[config.mk]
export PLATFORM = sky130hd
export DESIGN_NAME = hazard_scoreboard
export DESIGN_NICKNAME = d
export VERILOG_FILES = /design/src/rtl/cpu_pkg.sv /design/src/rtl/hazard_scoreboard_match.sv /design/src/rtl/hazard_scoreboard.sv
export SDC_FILE = /design/constraint.sdc
export NUM_CORES = 1
export LEC_CHECK = 0
export ABC_CLOCK_PERIOD_IN_PS = 4900
export BUFFER_PORTS_ARGS = -buffer_cell sky130_fd_sc_hd__buf_2
export CORE_ASPECT_RATIO = 0.6
export CORE_MARGIN = 2
export CORE_UTILIZATION = 50
export CTS_CLUSTER_DIAMETER = 200
export DETAILED_ROUTE_END_ITERATION = 16
export GPL_ROUTABILITY_DRIVEN = 0
export MAX_ROUTING_LAYER = met4
export PLACE_DENSITY = 0.75
export SYNTH_ARGS = -nofsm -noshare
export SYNTH_HDL_FRONTEND = slang
export SYNTH_HIERARCHICAL = 1
export SYNTH_SLANG_ARGS = --single-unit
[constraint.sdc]
create_clock -name clk -period 4.9 [get_ports clk]
set_input_delay 0.98 -clock clk [delete_from_list [all_inputs] [get_ports clk]]
set_output_delay 0.98 -clock clk [all_outputs]
set_load 0.02 [all_outputs]
[src/rtl/cpu_pkg.sv]
// Shared CPU pipeline types: scoreboard entry layout and forwarding select codes.
package cpu_pkg;

  // Widest register address the scoreboard can hold; narrower addresses are zero-extended.
  localparam int unsigned RW_W  = 8;
  localparam int unsigned SEL_W = 3;

  localparam logic [SEL_W-1:0] FWD_RF  = 3'd0;
  localparam logic [SEL_W-1:0] FWD_EX  = 3'd1;
  localparam logic [SEL_W-1:0] FWD_MEM = 3'd2;
  localparam logic [SEL_W-1:0] FWD_WR  = 3'd3;

  typedef struct packed {
    logic            valid;
    logic [RW_W-1:0] rw;
    logic            is_load;
  } sb_entry_t;

endpackage

[src/rtl/hazard_scoreboard_match.sv]
// Compares one source operand against every scoreboard entry.
module hazard_match
  import cpu_pkg::*;
#(
  parameter int unsigned DEPTH = 3
) (
  input  logic                  [RW_W-1:0]  src_i,
  input  logic                              use_i,
  input  sb_entry_t             [DEPTH:1]   sb_i,
  output logic                              any_o,
  output logic                              load_s1_o,
  output logic                  [SEL_W-1:0] stage_o
);

  logic [DEPTH:1] hit;

  // Per-stage match; register 0 is never a real dependency
  always_comb begin
    hit = '0;
    for (int unsigned k = 1; k <= DEPTH; k++) begin
      hit[k] = sb_i[k].valid && use_i && (src_i != '0) && (sb_i[k].rw == src_i);
    end
  end

  assign any_o     = |hit;
  assign load_s1_o = hit[1] && sb_i[1].is_load;

  // Youngest (smallest index) matching producer wins
  always_comb begin
    stage_o = FWD_RF;
    for (int unsigned k = 1; k <= DEPTH; k++) begin
      if (hit[k] && (stage_o == FWD_RF)) begin
        stage_o = SEL_W'(k);
      end
    end
  end

endmodule

[src/rtl/hazard_scoreboard.sv]
// Pipeline hazard unit: shift-register scoreboard of in-flight destinations,
// stall/bubble/flush generation, forwarding selects and a stall-cycle counter.
module hazard_scoreboard
  import cpu_pkg::*;
#(
  parameter int unsigned REG_AW = 5,
  parameter int unsigned DEPTH  = 3,
  parameter int unsigned FWD_EN = 0,
  parameter int unsigned CNT_W  = 16
) (
  input  logic              clk,
  input  logic              reset,
  input  logic              id_valid,
  input  logic [REG_AW-1:0] id_rs,
  input  logic [REG_AW-1:0] id_rt,
  input  logic              id_uses_rs,
  input  logic              id_uses_rt,
  input  logic              id_reg_wr,
  input  logic [REG_AW-1:0] id_rw,
  input  logic              id_is_load,
  input  logic              br_taken,
  output logic              if_stall,
  output logic              id_stall,
  output logic              ex_bubble,
  output logic              flush,
  output logic [SEL_W-1:0]  fwd_sel_a,
  output logic [SEL_W-1:0]  fwd_sel_b,
  output logic [CNT_W-1:0]  stall_count
);

  sb_entry_t [DEPTH:1] sb_q, sb_d;
  logic [CNT_W-1:0]    cnt_q, cnt_d;

  logic             any_a, any_b, ld_a, ld_b, hazard;
  logic [SEL_W-1:0] stage_a, stage_b;

  hazard_match #(.DEPTH(DEPTH)) u_match_rs (
    .src_i     (RW_W'(id_rs)),
    .use_i     (id_uses_rs),
    .sb_i      (sb_q),
    .any_o     (any_a),
    .load_s1_o (ld_a),
    .stage_o   (stage_a)
  );

  hazard_match #(.DEPTH(DEPTH)) u_match_rt (
    .src_i     (RW_W'(id_rt)),
    .use_i     (id_uses_rt),
    .sb_i      (sb_q),
    .any_o     (any_b),
    .load_s1_o (ld_b),
    .stage_o   (stage_b)
  );

  // Stall/flush/forward decisions, combinational from scoreboard and ID inputs
  always_comb begin
    fwd_sel_a = FWD_RF;
    fwd_sel_b = FWD_RF;
    if (FWD_EN != 0) begin
      hazard = ld_a || ld_b;
      if (!hazard) begin
        fwd_sel_a = stage_a;
        fwd_sel_b = stage_b;
      end
    end else begin
      hazard = any_a || any_b;
    end
    if_stall  = hazard && id_valid && !br_taken;
    id_stall  = if_stall;
    flush     = br_taken;
    ex_bubble = br_taken || if_stall || !id_valid;
  end

  // Next scoreboard: shift toward WR, insert the ID instruction or a bubble at EX
  always_comb begin
    sb_d = sb_q;
    for (int unsigned k = 2; k <= DEPTH; k++) begin
      sb_d[k] = sb_q[k-1];
    end
    if (ex_bubble) begin
      sb_d[1] = '0;
    end else begin
      sb_d[1].valid   = id_reg_wr && (id_rw != '0);
      sb_d[1].rw      = RW_W'(id_rw);
      sb_d[1].is_load = id_is_load;
    end
    cnt_d = cnt_q;
    if (if_stall && (cnt_q != '1)) begin
      cnt_d = cnt_q + CNT_W'(1);
    end
  end

  // State updates on the falling edge alongside the pipeline registers
  always_ff @(negedge clk) begin
    if (reset) begin
      sb_q  <= '0;
      cnt_q <= '0;
    end else begin
      sb_q  <= sb_d;
      cnt_q <= cnt_d;
    end
  end

  assign stall_count = cnt_q;

endmodule

==> metrics <==
Ys Warns=6; grt ovf=0; GRT busiest layer=met2; Peak VDD IR=202.4 µV; Least-Margin Pin Slew=1158 ps; syn_area_per_cell=8.731 µm²; Cell Area, Placed=2576 µm²; Routed WL=6205 µm; share of layout cells above drive strength 1=37.50%; post-DP HPWL=3711 µm; setup TNS=-7664 ps; Die Wd=86.17 µm; M2 GR Usage=40.31%; # IOs=49; # DRC=0; largest net degree at the start of global routing=32; Finished Layout Cells=415; max-capacitance violation count=0; Hold Path Stages=1; later-pin clock latency in the skew report=380 ps; total number of vias=2199; Hold Path End=sb_d[29]; Slew Limit Fails=0; Final Hold Viols=0; CTS tree=built; nets=392; Final Worst Setup Slack=-701.1 ps; die height=53.31 µm; H-tree depth=2; 1st-iter DRT viols=131; Synth Cell Area=2026 µm²; # rows=17; r2r endpoint=stall_count[7]; Clock Skews=27.70 ps; crit path launch=sb_d[13]; CTS max path bufs=2; Pleak=1.403 nW; fin area=3217 µm²; CTS buffer count=5; GR Layer Usage met1=35.42%; Area Overhead vs Synth=58.80%; Via density=5.299; routing usage on met3=12.32%; vias in the first global route=1986; Min-Delay Path Class=reg2reg; clk slew on worst S/H paths=40 ps; GRT Util Overall=27.88%; setup slack, reg-to-reg=2130 ps; antenna violations before repair=0; Synth Instances=232; Startpoint Class=flop; Pwr Total=0.7083 mW; first-pass GRT wire length=9328 µm; Num Clock Sinks=34; CP max FO=2; CTS root buf=clkbuf_8; IO Port Bufs=41; status=complete, but fails checks; Fillers=219; WL per Instance=14.95 µm; dpl cells=366; pwr dens=220.2 nW/µm²; Final Setup Violations=24; Hold Path Origin=sb_d[19]; Initial Util=53.81%; Die Footprint=4593 µm²; Critical Path End Type=primary output; WP data required=3920 ps; RSZ-0062 raised after global routing=true; core area=3765 µm²; failing checks=negative setup slack; Slew Limit Headroom=22.23%; R2R depth=12; DR pass1 iterations=5; WP data arrival=4620 ps; Placement Setup Slack=-903.7 ps; Routed Antenna Nets=0; reg-to-reg startpoint=sb_d[13]; Inserted Diodes=0; CP Class=reg2out
power by group:
part           leakage, nW  total [mW]  switching, mW  internal (mW)
clock                0.222       0.326          0.193          0.133
sequential           0.279       0.285        0.00379          0.281
combinational        0.903      0.0968         0.0485         0.0483
total                 1.40       0.708          0.246          0.463
timing repair:
item | 4_1_cts | 5_1_grt
resized for setup | 61 | 27
setup endpoints to repair | 19 | 25
gates cloned | 1 | 0
buffers inserted | 4 | 4
pin swaps | 28 | 11
hold buffers | 0 | 0
metal layers:
| layer | up-vias | wire length, µm |
|---|---|---|
| met5 | - | 0 |
| met4 | 0 | 125 |
| met3 | 19 | 578 |
| met2 | 118 | 2740 |
| met1 | 1006 | 2760 |
| li1 | 1056 | - |
worst max-delay path: stages (launching register included):
cell     delay [ps]
dfxtp_2         320
buf_6           110
xnor2_2         120
nand4_1         120
or4_4           510
nand3_4         100
or2_4           130
buf_6           100
nand2_4          50
inv_4            60
buf_6            90
buf_6           100
worst max-delay path by stage:
| stage | endpoint | slack [ps] |
|---|---|---|
| 6_report | id_stall | -700 |
| 5_1_grt | id_stall | -760 |
| 4_1_cts | id_stall | -660 |
| 3_5_place_dp | stall_count[13] | -900 |
| 3_3_place_gp | stall_count[13] | -880 |
| 2_1_floorplan | stall_count[13] | -580 |
cell usage in the layout, fill, tap and decap left out, types with 2 or more instances in the layout:
cell type	count
conb_1	48
inv_1	36
buf_2	29
xnor2_1	28
dfxtp_1	25
xnor2_2	20
buf_4	17
buf_6	16
nand4_1	15
nor2b_1	15
nand2_1	12
or4_4	12
dfxtp_2	9
nand3_1	8
a21oi_1	6
and2_1	6
or4_1	5
a21oi_2	5
clkbuf_8	5
nor3_1	4
o31ai_2	3
o21ai_0	3
or3_1	3
nor2_4	2
and3_1	2
nor2_1	2
inv_4	2
nand3_2	2
o21ai_4	2
flip-flops by register name (all words and copies together), names as in the netlist:
register,cells
sb_d,12
stall_count,16
sb_q,6
metrics by stage:
stage | hold WS, ps | util (%)
2_1_floorplan | 459.8 | -
3_3_place_gp | 478.2 | 68.43
3_5_place_dp | 481.3 | 68.43
4_1_cts | 489.1 | 81.22
5_1_grt | 509.4 | 85.44
6_report | 488.5 | 85.44
final cells by class:
cell class / instances / area, µm² / share of cell area, %
clock inverter: 36 / 138.9 / 4.317
inverter: 3 / 13.76 / 0.4278
multi-input combinational: 227 / 1777 / 55.23
tap: 47 / 58.81 / 1.828
timing repair buffer: 63 / 467.9 / 14.55
clock buffer: 5 / 68.82 / 2.139
sequential: 34 / 691.9 / 21.51
Power figures use the tool's default switching activity.
